==> config.mk <==
export PLATFORM = sky130hd
export DESIGN_NAME = mem_access_stage
export DESIGN_NICKNAME = d
export VERILOG_FILES = /design/src/rtl/mem_stage_pkg.sv /design/src/rtl/memwb_reg.sv /design/src/rtl/mem_access_stage.sv
export SDC_FILE = /design/constraint.sdc
export NUM_CORES = 1
export LEC_CHECK = 0
export CAP_MARGIN = 40
export CELL_PAD_IN_SITES_DETAIL_PLACEMENT = 1
export CELL_PAD_IN_SITES_GLOBAL_PLACEMENT = 1
export CORE_ASPECT_RATIO = 1.4
export CORE_UTILIZATION = 18
export DETAILED_ROUTE_END_ITERATION = 8
export PLACE_DENSITY = 0.79
export REMOVE_ABC_BUFFERS = 1
export SLEW_MARGIN = 5
export SYNTH_ARGS = -nofsm -noshare
export SYNTH_HDL_FRONTEND = slang
export SYNTH_SLANG_ARGS = --single-unit
export TNS_END_PERCENT = 20
==> constraint.sdc <==
create_clock -name clk -period 0.8 [get_ports clk]
set_input_delay 0.08 -clock clk [delete_from_list [all_inputs] [get_ports clk]]
set_output_delay 0.08 -clock clk [all_outputs]
set_load 0.05 [all_outputs]
==> src/rtl/mem_stage_pkg.sv <==
// rtl/mem_stage_pkg.sv - shared types and constants for the MEM pipeline stage
package mem_stage_pkg;

    typedef enum logic {
        IDLE = 1'b0,
        WAIT = 1'b1
    } mem_state_t;

    localparam int TIMEOUT_CYCLES_DEFAULT = 64;
    localparam int REG_IDX_W = 5;

endpackage

==> src/rtl/memwb_reg.sv <==
// rtl/memwb_reg.sv - MEM/WB pipeline register with load, bubble and reset controls
module memwb_reg
    import mem_stage_pkg::*;
(
    input  logic                 clk,
    input  logic                 rst,
    input  logic                 load,
    input  logic                 bubble,
    input  logic                 reg_write,
    input  logic                 mem_to_reg,
    input  logic [REG_IDX_W-1:0] reg_dst,
    input  logic [31:0]          read_data,
    input  logic [31:0]          alu_result,
    output logic                 WB_RegWrite,
    output logic                 WB_MemtoReg,
    output logic [REG_IDX_W-1:0] WB_RegDst,
    output logic [31:0]          WB_ReadData,
    output logic [31:0]          WB_ALUResult
);

    always_ff @(posedge clk) begin
        if (rst || bubble) begin
            WB_RegWrite  <= 1'b0;
            WB_MemtoReg  <= 1'b0;
            WB_RegDst    <= '0;
            WB_ReadData  <= '0;
            WB_ALUResult <= '0;
        end else if (load) begin
            WB_RegWrite  <= reg_write;
            WB_MemtoReg  <= mem_to_reg;
            WB_RegDst    <= reg_dst;
            WB_ReadData  <= read_data;
            WB_ALUResult <= alu_result;
        end
    end

endmodule

==> src/rtl/mem_access_stage.sv <==
// rtl/mem_access_stage.sv - MEM stage: data-memory handshake, stall and MEM/WB register
// Optional wait timeout with sticky dmem_err is enabled by defining DMEM_TIMEOUT_EN.
module mem_access_stage
    import mem_stage_pkg::*;
#(
    parameter int TIMEOUT_CYCLES = TIMEOUT_CYCLES_DEFAULT
) (
    input  logic                 clk,
    input  logic                 rst,
    input  logic                 MEM_MemRead,
    input  logic                 MEM_MemWrite,
    input  logic                 MEM_MemtoReg,
    input  logic                 MEM_RegWrite,
    input  logic [REG_IDX_W-1:0] MEM_RegDst,
    input  logic [31:0]          MEM_ALUResult,
    input  logic [31:0]          MEM_ReadData2,
    output logic                 dmem_req,
    output logic                 dmem_we,
    output logic [31:0]          dmem_addr,
    output logic [31:0]          dmem_wdata,
    input  logic                 dmem_ack,
    input  logic [31:0]          dmem_rdata,
    output logic                 MEM_Stall,
    output logic                 WB_RegWrite,
    output logic                 WB_MemtoReg,
    output logic [REG_IDX_W-1:0] WB_RegDst,
    output logic [31:0]          WB_ReadData,
    output logic [31:0]          WB_ALUResult,
    output logic                 dmem_err
);

    mem_state_t  state;
    logic        op;
    logic        timeout_hit;
    logic [31:0] load_data;

    assign op         = MEM_MemRead | MEM_MemWrite;
    assign dmem_req   = !rst & op;
    assign dmem_we    = MEM_MemWrite & !MEM_MemRead;
    assign dmem_addr  = MEM_ALUResult;
    assign dmem_wdata = MEM_ReadData2;

`ifdef DMEM_TIMEOUT_EN
    localparam int CNT_W = $clog2(TIMEOUT_CYCLES + 1);
    logic [CNT_W-1:0] wait_cnt;
    logic             err_q;

    // The counter covers every stalled cycle, so the stall lasts exactly TIMEOUT_CYCLES.
    assign timeout_hit = (state == WAIT) & dmem_req & !dmem_ack
                       & (wait_cnt == CNT_W'(TIMEOUT_CYCLES));
    assign dmem_err    = err_q;

    always_ff @(posedge clk) begin
        if (rst) begin
            wait_cnt <= '0;
            err_q    <= 1'b0;
        end else begin
            if (timeout_hit) begin
                err_q <= 1'b1;
            end
            if (MEM_Stall) begin
                wait_cnt <= wait_cnt + 1'b1;
            end else begin
                wait_cnt <= '0;
            end
        end
    end
`else
    assign timeout_hit = 1'b0;
    assign dmem_err    = 1'b0;
`endif

    assign MEM_Stall = dmem_req & !dmem_ack & !timeout_hit;
    assign load_data = (MEM_MemRead & dmem_ack) ? dmem_rdata : 32'h0;

    always_ff @(posedge clk) begin
        if (rst) begin
            state <= IDLE;
        end else begin
            case (state)
                IDLE: if (op && !dmem_ack) state <= WAIT;
                WAIT: if (dmem_ack || timeout_hit) state <= IDLE;
            endcase
        end
    end

    memwb_reg u_memwb_reg (
        .clk          (clk),
        .rst          (rst),
        .load         (!MEM_Stall && !timeout_hit),
        .bubble       (MEM_Stall || timeout_hit),
        .reg_write    (MEM_RegWrite),
        .mem_to_reg   (MEM_MemtoReg),
        .reg_dst      (MEM_RegDst),
        .read_data    (load_data),
        .alu_result   (MEM_ALUResult),
        .WB_RegWrite  (WB_RegWrite),
        .WB_MemtoReg  (WB_MemtoReg),
        .WB_RegDst    (WB_RegDst),
        .WB_ReadData  (WB_ReadData),
        .WB_ALUResult (WB_ALUResult)
    );

endmodule

==> flow_metrics.py <==
metrics = {
    "status": {
        "status": "complete, but fails checks",
        "violations": "negative setup slack",
    },
    "cts": {
        "cts_tree": "built",
        "clockBufferDepth": 2,
        "clk_pin_slew_ns": 0.06,
        "cts_htree_levels": 3,
        "cts_made_buffers": 9,
        "cts_num_sinks": 71,
        "root_buffer": "clkbuf_16",
    },
    "synth": {
        "yosysTopAreaCell": "dfxtp_1",
        "ys_types": 15,
        "post-synth-top-count-cell": "dfxtp_1",
        "yosysWarnings": 0,
        "synth_area_per_cell_um2": 11.4,
        "synthArstFlopShare_pct": 0,
        "yosysSeqAreaShare_pct": 55.0,
        "synth-seq-cells": 71,
        "synthCells": 226,
        "ys.flop_type": "dfxtp_1",
        "synth_edf_count": 0,
        "synth_top_area_share_pct": 55.0,
        "yosys-top-cells-count": "dfxtp_1 (71), buf_4 (65), and2_1 (31)",
        "synth_area_leaders": "dfxtp_1 (55%), buf_4 (19%), nor3b_1 (8.4%)",
        "synth_area_um2": 2590,
    },
    "finish": {
        "final_area_um2": 5540,
        "fillers": 1413,
        "instances_no_fill": 537,
        "final_nets": 455,
        "area_growth_syn_to_layout_pct": 114,
        "diodes": 0,
        "drive_above_1_share_pct": 61.6,
        "finalCoreUtilization_pct": 39.7,
    },
    "job": {
        "cap_violations": 0,
    },
    "setup_path": {
        "cpPeakStageDelay_ns": 0.36,
        "path_class": "register to output pin",
        "worst_path_max_delay_cell": "dfxtp_4",
        "path_depth": 1,
        "path_max_fanout": 1,
        "critPathBufInv": 1,
        "crit_path_end_kind": "output pin",
        "crit_chain": "buf_12",
        "cp_data_arrival_time_ns": 0.83,
        "critPathTopFamily": "flip-flops",
        "cp.required_ns": 0.72,
        "crit_path_start_kind": "register",
    },
    "grt": {
        "grt_first_pass_wirelength_mm": 12.5,
        "grt.overflow.total": 0,
        "antenna_found_initial": 0,
        "grt_max_degree": 40,
        "grt_usage_pct": 12.0,
        "grt_pass1_vias": 2170,
    },
    "sta": {
        "hold_viol_final": 0,
        "fin_crit_ns": 0.912,
        "setup_tns_ns": -5.74,
        "fmax_ghz": 1.10,
        "slew_viol_final": 0,
        "rsz0062_at_grt": "true",
        "period_share_pct": 114,
        "finalSetupViolations": 71,
        "fin_ws_ns": -0.112,
    },
    "placed_design": {
        "place_congestion": 0.723,
        "place_hpwl_mm": 7.29,
        "placed_area_um2": 5170,
        "io_buffers": 181,
        "place_ws_ns": -0.553,
        "dpl.cell_count": 521,
    },
    "power": {
        "internal_power_w": 0.00737,
        "p_comb_share_pct": 24.0,
        "leakage_nw": 2.24,
        "power.switching_w": 0.00289,
        "switching_share_pct": 28.2,
        "pwr-share-seq_pct": 37.3,
        "ir_drop_mv": 1.22,
        "p_per_area_nw_per_um2": 1850,
        "clockPowerShare_pct": 38.7,
    },
    "floorplanning": {
        "core_area_um2": 14000,
        "fp.dieH_um": 144,
        "io_pins": 247,
        "std_cell_rows": 51,
        "dieWidth_um": 103,
        "start_util_pct": 18.5,
        "die_area_um2": 14900,
    },
    "route": {
        "wl_mm": 8.91,
        "num_vias": 1971,
        "post_drt_wl_per_cell_um": 16.6,
        "firstDrtPassIters": 4,
        "first_iter_violations": 38,
        "drcViolationCount": 0,
        "ant_nets": 0,
        "routed_via_density": 3.67,
    },
    "worst_hold_path": {
        "hp-class": "input port to register",
        "holdPathStages": 2,
    },
}
==> kinds of logic (layout without fill, tap and decap cells) <==
family	count (synthesis)	in the layout	synth area share, %
simple gates	76	76	22.3
compound gates	1	1	0.387
other cells	1	1	0.145
buf+inv	77	203	22.3
flops	71	71	55.0
==> timing repair <==
item / in CTS / in global routing
resized for setup: 122 / 1
setup buffers: 0 / 0
pin swaps: 1 / 0
hold buffers: 0 / 0
endpoints found under the setup margin: 176 / 72
==> through the flow <==
step,total power (W),hold WS [ns]
2_1_floorplan,0.00449,0.150
3_3_place_gp,0.00635,0.160
6_report,0.0103,0.127
5_1_grt,0.0107,0.113
3_5_place_dp,0.00640,0.160
4_1_cts,0.0105,0.113
==> registers in the layout, summed over array words and instances (netlist names) <==
signal and cells:
u_memwb_reg.WB_MemtoReg 1, u_memwb_reg.WB_ReadData 32, u_memwb_reg.WB_RegWrite 1, u_memwb_reg.WB_ALUResult 32, u_memwb_reg.WB_RegDst 5
==> worst paths after layout <==
| kind | start | end | slack [ns] |
|---|---|---|---|
| worst max-delay path | u_memwb_reg.WB_ALUResult[26] | WB_ALUResult[26] | -0.11 |
| worst min-delay path | MEM_MemRead | u_memwb_reg.WB_ReadData[30] | 0.13 |
==> cells in the final DEF (no fill, tap or decap), types with 2 or more instances in the layout <==
master / netlist / layout
dlygate4sd2_1: 0 / 32
buf_4: 65 / 4
clkinvlp_4: 0 / 4
nor3b_2: 10 / 10
dfxtp_2: 0 / 70
buf_12: 0 / 108
nor3b_1: 29 / 29
and2_1: 31 / 31
buf_2: 4 / 2
clkbuf_16: 0 / 9
clkdlybuf4s50_1: 0 / 39
==> power by group through the flow <==
| stage | sequential (W) | combinational [W] | clock [W] |
|---|---|---|---|
| after floorplan | 0.00429 | 0.000199 | 0 |
| after global placement | 0.00387 | 0.00248 | 0 |
| after detailed placement | 0.00388 | 0.00252 | 0 |
| after CTS | 0.00383 | 0.00249 | 0.00414 |
| after global routing | 0.00384 | 0.00255 | 0.00432 |
| final | 0.00383 | 0.00246 | 0.00397 |
==> routing by layer <==
metal  vias up  track usage (%)  share of wire [%]
met1       872             11.3                 33
met4         0             5.56                1.7
met2       197             19.9                 48
met3        11             8.17                 18
met5         -                0                  0
li1        891                -                  -
==> cell type report <==
cell class	count	area [µm²]	share of cell area (%)
clock buffer	9	225	4.06
tap	185	231	4.18
timing repair buffer	187	2890	52.2
sequential	71	1510	27.3
clock inverter	7	73.8	1.33
multi-input combinational	78	604	10.9
No activity file was read; power rests on OpenSTA's default activity.
